===== src/rtl/fifo_wr_arb_cntrl.sv =====
// Write-port arbiter and pointer/status controller for an external 2**ADDR_WIDTH-entry FIFO memory.
// Two requesters share the write port in round-robin order. The consumer pops the head with rd_en.
module fifo_wr_arb_cntrl #(
    parameter int unsigned DATA_WIDTH = 8,
    parameter int unsigned ADDR_WIDTH = 3,
    parameter int unsigned AF_LEVEL   = 6
) (
    input  logic                  CLK,
    input  logic                  RST_n,
    input  logic                  req0_valid,
    input  logic [DATA_WIDTH-1:0] req0_data,
    output logic                  req0_ready,
    input  logic                  req1_valid,
    input  logic [DATA_WIDTH-1:0] req1_data,
    output logic                  req1_ready,
    input  logic                  rd_en,
    output logic                  wclken,
    output logic [ADDR_WIDTH-1:0] waddr,
    output logic [DATA_WIDTH-1:0] wdata,
    output logic [ADDR_WIDTH-1:0] raddr,
    output logic                  empty,
    output logic                  full,
    output logic                  almost_full,
    output logic [ADDR_WIDTH:0]   count,
    output logic                  last_grant
);

    localparam logic [ADDR_WIDTH:0] FULL_CNT = (ADDR_WIDTH+1)'(1 << ADDR_WIDTH);
    localparam logic [ADDR_WIDTH:0] AF_CNT   = (ADDR_WIDTH+1)'(AF_LEVEL);
    localparam logic [ADDR_WIDTH:0] ONE      = (ADDR_WIDTH+1)'(1);

    logic [ADDR_WIDTH:0] wr_ptr_q, wr_ptr_d;
    logic [ADDR_WIDTH:0] rd_ptr_q, rd_ptr_d;
    logic [ADDR_WIDTH:0] count_q, count_d;
    logic                last_grant_q, last_grant_d;

    logic grant_vld;
    logic grant_id;
    logic accept;
    logic pop;

    always_comb begin
        grant_vld = req0_valid | req1_valid;
        grant_id  = 1'b0;
        if (req0_valid && req1_valid) begin
            grant_id = ~last_grant_q;
        end else if (req1_valid) begin
            grant_id = 1'b1;
        end
    end

    assign empty       = (count_q == '0);
    assign full        = (count_q == FULL_CNT);
    assign almost_full = (count_q >= AF_CNT);
    assign count       = count_q;
    assign last_grant  = last_grant_q;
    assign waddr       = wr_ptr_q[ADDR_WIDTH-1:0];
    assign raddr       = rd_ptr_q[ADDR_WIDTH-1:0];

    // Handshakes are suppressed while reset is asserted so no word is lost to a reset edge.
    assign accept     = RST_n && grant_vld && !full;
    assign pop        = rd_en && !empty;
    assign req0_ready = accept && !grant_id;
    assign req1_ready = accept && grant_id;
    assign wclken     = accept;
    assign wdata      = grant_id ? req1_data : req0_data;

    always_comb begin
        wr_ptr_d     = wr_ptr_q;
        rd_ptr_d     = rd_ptr_q;
        count_d      = count_q;
        last_grant_d = last_grant_q;
        if (accept) begin
            wr_ptr_d     = wr_ptr_q + ONE;
            last_grant_d = grant_id;
        end
        if (pop) begin
            rd_ptr_d = rd_ptr_q + ONE;
        end
        if (accept && !pop) begin
            count_d = count_q + ONE;
        end else if (pop && !accept) begin
            count_d = count_q - ONE;
        end
    end

    always_ff @(posedge CLK) begin
        if (!RST_n) begin
            wr_ptr_q     <= '0;
            rd_ptr_q     <= '0;
            count_q      <= '0;
            last_grant_q <= 1'b1;
        end else begin
            wr_ptr_q     <= wr_ptr_d;
            rd_ptr_q     <= rd_ptr_d;
            count_q      <= count_d;
            last_grant_q <= last_grant_d;
        end
    end

endmodule


===== config.mk =====
export PLATFORM = sky130hd
export DESIGN_NAME = fifo_wr_arb_cntrl
export DESIGN_NICKNAME = d
export VERILOG_FILES = /design/src/rtl/fifo_wr_arb_cntrl.sv
export SDC_FILE = /design/constraint.sdc
export NUM_CORES = 1
export LEC_CHECK = 0
export ABC_CLOCK_PERIOD_IN_PS = 5700
export CAP_MARGIN = 20
export CORE_UTILIZATION = 39
export DETAILED_ROUTE_END_ITERATION = 8
export GPL_ROUTABILITY_DRIVEN = 0
export PLACE_DENSITY = 0.84
export SYNTH_ARGS = -nofsm -noshare
export SYNTH_HDL_FRONTEND = slang
export SYNTH_SLANG_ARGS = --single-unit
export TNS_END_PERCENT = 20

===== constraint.sdc =====
create_clock -name CLK -period 5.7 [get_ports CLK]
set_clock_uncertainty 0.05 [all_clocks]
set_input_delay 1.14 -clock CLK [delete_from_list [all_inputs] [get_ports CLK]]
set_output_delay 1.14 -clock CLK [all_outputs]
set_load 0.02 [all_outputs]

==> metrics.md, run 1 <==
| Metric | Value |
|---|---|
| Status | completed |
| HP Class | reg2reg |
| # IOs | 46 |
| Layout filler cell count | 148 |
| Cell area after synthesis | 737 um2 |
| Max Cap Viol | 0 |
| CTS Hold Buffers Added | 0 |
| Largest cells by area after synthesis | dfxtp_1 (30%), mux2_2 (12%), ha_1 (8.5%) |
| Sequential Power Share | 29.5% |
| Switching share of total power | 41.2% |
| Wire length on met2 | 969 um |
| P_sw | 0.196 mW |
| Crit path kind | in2out |
| Most common library cells after synthesis | dfxtp_1 (11), mux2_2 (8), and2_1 (6) |
| Synthesized Nets | 101 |
| Synthesis-to-finish area growth | 67.9% |
| Die height | 45.5 um |
| Estimated wirelength of the detail-placed design | 1.51 mm |
| Rel. slew slack | 69.3% |
| CTS tree | done |
| DRC | 0 |
| Largest net degree at the start of global routing | 15 |
| H-tree levels | 1 |
| Vias in the first global route | 741 |
| CP arrival | 2980 ps |
| Clk sink count | 11 |
| Critical path launch point type | input port |
| RSZ-0062 raised after global routing | false |
| Fin area | 1240 um2 |
| Area of the multi-input gates | 490 um2 |
| GR Util All Layers | 19.8% |
| Layout cells sized above 1 | 12.4% |
| Ys Warns | 0 |
| CTS root buffer | clkbuf_4 |
| Placed Cells | 142 |
| Critical Path Fanout Max | 10 |
| Routed length per instance | 12.6 um |
| CP required | 4510 ps |
| Synth Area per Inst | 9.96 um2 |
| Global-route wire length before repair | 2.86 mm |
| PostCTS Resize Cnt | 0 |
| Part of the cycle the worst path needs | 73.1% |
| Count of final setup violators | 0 |
| Die X | 45.5 um |
| Ys async rst share | 0% |
| Core ar. | 1750 um2 |
| Clock network fraction of total power | 11.3% |
| Yosys reg bits | 11 |
| Final Max Slew Viols | 0 |
| Top sig layer | met4 |
| Most common cell in the netlist | dfxtp_1 |
| Post-synth top area share | 29.9% |
| Power per cell area | 384 nW/um2 |
| Worst Setup End Kind | output pin |
| Vias per inst | 4.99 |
| Clock latency on the worst-skew pair | 270 ps |
| FP Rows | 15 |
| Die Area | 2070 um2 |
| Initial Utilization | 42.2% |
| Antenna-violating nets left | 0 |
| Via count | 728 |
| Dpl cell area | 1210 um2 |
| Clock slew at reported path FFs | 70 ps |
| Clock Tree Buf Depth | 2 |
| Nets | 149 |
| Worst-Margin Slew | 461 ps |
| GRT Residual Overflow | 0 |
| CTS buffer count | 3 |
| Port buffer count | 45 |
| Sequential cell area fraction in the yosys report | 29.9% |
| Power Internal | 0.280 mW |
| Final hold vios | 0 |
| Min cycle time layout | 4170 ps |
| Fin cells | 146 |
| Max Fclk | 240 MHz |
| Count of different cell masters after synthesis | 28 |
| Most common flop cell mapped by yosys | dfxtp_1 |
| Comb pwr share | 59.2% |
| Post-CTS Setup Bufs | 0 |
| VDD IR max | 0.000213 V |
| DRT iter0 DRCs | 9 |
| Drt first pass iters | 3 |
| Hold Slack | 501 ps |
| Antenna violations before repair | 0 |
| Worst Setup Slack, final | 1530 ps |
| Met3 WL | 144 um |
| Area leader, netlist | dfxtp_1 |
| Drt total wl | 1.84 mm |
| Setup_tns | 0 ps |
| ANT cells | 0 |
| Leak pwr | 0.515 nW |
| Mapped Cells | 74 |
| Post-synth EDFFs | 0 |
| Met1 wire length | 672 um |
| DP Worst Slack | 1510 ps |
| Storage element area | 220 um2 |
[through the flow]
stage | utilization [%] | power [mW]
after floorplan | - | 0.307
after global placement | 69.4 | 0.414
after detailed placement | 69.4 | 0.426
after CTS | 70.9 | 0.480
after global routing | 70.9 | 0.509
final | 70.9 | 0.476
[power groups by stage]
stage,sequential (mW),combinational (mW),clock [mW]
6_report,0.140,0.281,0.0540
5_1_grt,0.145,0.305,0.0588
4_1_cts,0.141,0.285,0.0542
3_5_place_dp,0.142,0.284,0
3_3_place_gp,0.139,0.274,0
2_1_floorplan,0.163,0.144,0
[cell usage in the layout (no fill, tap or decap)]
master / netlist / layout
a211oi_1: 1 / 1
a21o_1: 1 / 1
a21oi_1: 1 / 1
a21oi_2: 1 / 1
a31oi_1: 1 / 1
and2_1: 6 / 6
and3_1: 1 / 1
clkbuf_1: 2 / 1
clkbuf_4: 0 / 3
clkdlybuf4s50_1: 0 / 45
dfxtp_1: 11 / 11
fa_1: 1 / 1
ha_1: 5 / 5
inv_1: 5 / 5
mux2_2: 8 / 8
mux2i_1: 4 / 4
nand2_1: 3 / 3
nand2b_1: 1 / 1
nand3_1: 1 / 1
nor2_1: 4 / 4
nor2_2: 1 / 1
nor2b_1: 3 / 3
nor3b_1: 1 / 1
nor4_1: 1 / 1
nor4b_4: 1 / 1
o21ai_0: 2 / 2
o311ai_0: 1 / 1
o41ai_4: 1 / 1
xnor2_1: 3 / 3
xor2_1: 3 / 3
[registers in the layout (all words and copies together) (netlist names)]
name,flops
count,4
rd_ptr_q,3
wr_ptr_q,3
last_grant,1
[worst paths after layout]
check         startpoint  depth (start not counted)  slack (ps)          end
max           req1_valid                          5        1530     wdata[5]
min          wr_ptr_q[1]                          2         500  wr_ptr_q[1]
min reg2reg  wr_ptr_q[1]                          2         500  wr_ptr_q[1]
max reg2reg     count[0]                         11        3050     count[3]
[cell type report]
class / instances / area share, %
flip-flops and latches: 11 / 17.8
well taps: 25 / 2.53
clock buffers: 4 / 2.12
inverters: 5 / 1.52
multi-input cells: 56 / 39.6
repair buffers: 45 / 36.4
[critical path: stages]
cell	delay, ps
clkdlybuf4s50_1	480
inv_1	60
a21oi_2	360
mux2_2	400
clkdlybuf4s50_1	540
[layer usage]
layer | GRT usage [%] | up-vias
met1 | 18.4 | 327
met5 | 0 | -
met3 | 4.37 | 5
met2 | 38.9 | 43
met4 | 10.9 | 0
li1 | - | 353
[kinds of logic after synthesis]
logic type / count (synthesis) / synth area share [%]
flops: 11 / 29.9
fa+ha+maj: 6 / 11.2
buf+inv: 7 / 3.57
xor+xnor: 6 / 7.13
mux: 12 / 17.7
simple gates: 23 / 19.5
compound gates: 9 / 11.0
(Power assumes the default switching activity.)
==> run 2, diff against run 1 <==
- ABC_CLOCK_PERIOD_IN_PS: 5700 -> 3800
- CORE_UTILIZATION: 39 -> 32
- PLACE_DENSITY: 0.84 -> 0.74
- clock period: 5.7 -> 3.8 ns (I/O delays scaled with it)
==> metrics.md, run 2 (synthesized netlist as in run 1, its figures left out) <==
| Metric | Value |
|---|---|
| Clock Tree Buf Depth | 2 |
| Post-CTS Setup Bufs | 0 |
| Setup_tns | 0 ps |
| PostCTS Resize Cnt | 0 |
| Antenna violations before repair | 0 |
| Nets | 149 |
| Core ar. | 2190 um2 |
| Clk sink count | 11 |
| Via count | 720 |
| DRC | 0 |
| Count of final setup violators | 0 |
| Die Area | 2500 um2 |
| Largest net degree at the start of global routing | 15 |
| Drt first pass iters | 4 |
| Pwr Total | 0.712 mW |
| Estimated wirelength of the detail-placed design | 1.50 mm |
| Max reg flops | 4 |
| Clock latency on the worst-skew pair | 270 ps |
| Flop-to-flop setup slack | 1130 ps |
| Fin area | 1240 um2 |
| CTS buffer count | 3 |
| Final Max Slew Viols | 0 |
| GRT Residual Overflow | 0 |
| Part of the cycle the worst path needs | 90.4% |
| Most frequent cells in the layout | clkdlybuf4s50_1 (45), dfxtp_1 (11), mux2_2 (8) |
| H-tree levels | 1 |
| Max Cap Viol | 0 |
| Dpl cell area | 1210 um2 |
| Clock slew at reported path FFs | 70 ps |
| Drt total wl | 1.92 mm |
| Routed length per instance | 12.9 um |
| Die height | 50.0 um |
| Commonest non-fill, non-tap cell in the layout | clkdlybuf4s50_1 |
| DRT iter0 DRCs | 12 |
| # IOs | 46 |
| Worst-Margin Slew | 494 ps |
| Min cycle time layout | 3430 ps |
| Worst Setup End Kind | output pin |
| Die X | 50.0 um |
| CTS Hold Buffers Added | 0 |
| GR Util All Layers | 16.9% |
| HP Class | reg2reg |
| Status | completed |
| Max Fclk | 291 MHz |
| Global-route wire length before repair | 3.13 mm |
| Antenna-violating nets left | 0 |
| Vias per inst | 4.83 |
| Final hold vios | 0 |
| RSZ-0062 raised after global routing | false |
| Power per cell area | 573 nW/um2 |
| Vias in the first global route | 696 |
| CTS tree | done |
| Leak pwr | 0.515 nW |
| CP arrival | 2620 ps |
| CTS root buffer | clkbuf_4 |
| ANT cells | 0 |
| Critical Path Fanout Max | 10 |
| Crit path kind | in2out |
| Critical path launch point type | input port |
| Initial Utilization | 33.6% |
| VDD IR max | 0.000279 V |
| FP Rows | 17 |
| CP required | 2990 ps |
| Synthesis-to-finish area growth | 68.4% |
| Port buffer count | 45 |
| Rel. slew slack | 67.1% |
| Layout cells sized above 1 | 12.4% |
-- run 2: cell counts in the layout (fill, tap and decap cells not counted) --
Identical to the previous run, type by type.
-- run 2: path summary, 6_finish.rpt --
kind                                    end  depth (start not counted)         from
worst min register to register  wr_ptr_q[1]                          2  wr_ptr_q[1]
worst max register to register     count[3]                         11     count[0]
worst min-delay path            wr_ptr_q[1]                          2  wr_ptr_q[1]
worst max-delay path               wdata[4]                          5   req1_valid
-- run 2: metrics by stage --
step / instances / utilization, % / hold slack [ps] / worst slack [ps]
5_1_grt: 149 / 56.7 / 544 / 286
2_1_floorplan: 74 / - / 554 / 1100
3_3_place_gp: 145 / 55.5 / 486 / 387
6_report: 149 / 56.7 / 504 / 367
3_5_place_dp: 145 / 55.5 / 505 / 350
4_1_cts: 149 / 56.7 / 516 / 349
-- run 2: layout make-up --
cell class              count  area [um2]
clock buffers               4        26.3
fillers                   201         950
inverters                   5        18.8
multi-input cells          56         490
flip-flops and latches     11         220
well taps                  28        35.0
repair buffers             45         450
-- run 2: where the power goes --
part | internal, mW | switching, mW
clock | 0.0407 | 0.0409
combinational | 0.229 | 0.192
sequential | 0.150 | 0.0584
-- run 2: per-layer routing --
metal / up-vias / part of all wire [%] / global-route usage (%)
li1: 351 / - / -
met1: 322 / 39 / 18.5
met2: 42 / 51 / 30.2
met3: 5 / 7.4 / 4.32
met4: 0 / 1.8 / 7.14
met5: - / 0 / 0
-- run 2: worst max-delay path, cell delays in order --
cell and delay, ps:
clkdlybuf4s50_1 480, inv_1 60, a21oi_2 380, mux2_2 400, clkdlybuf4s50_1 540
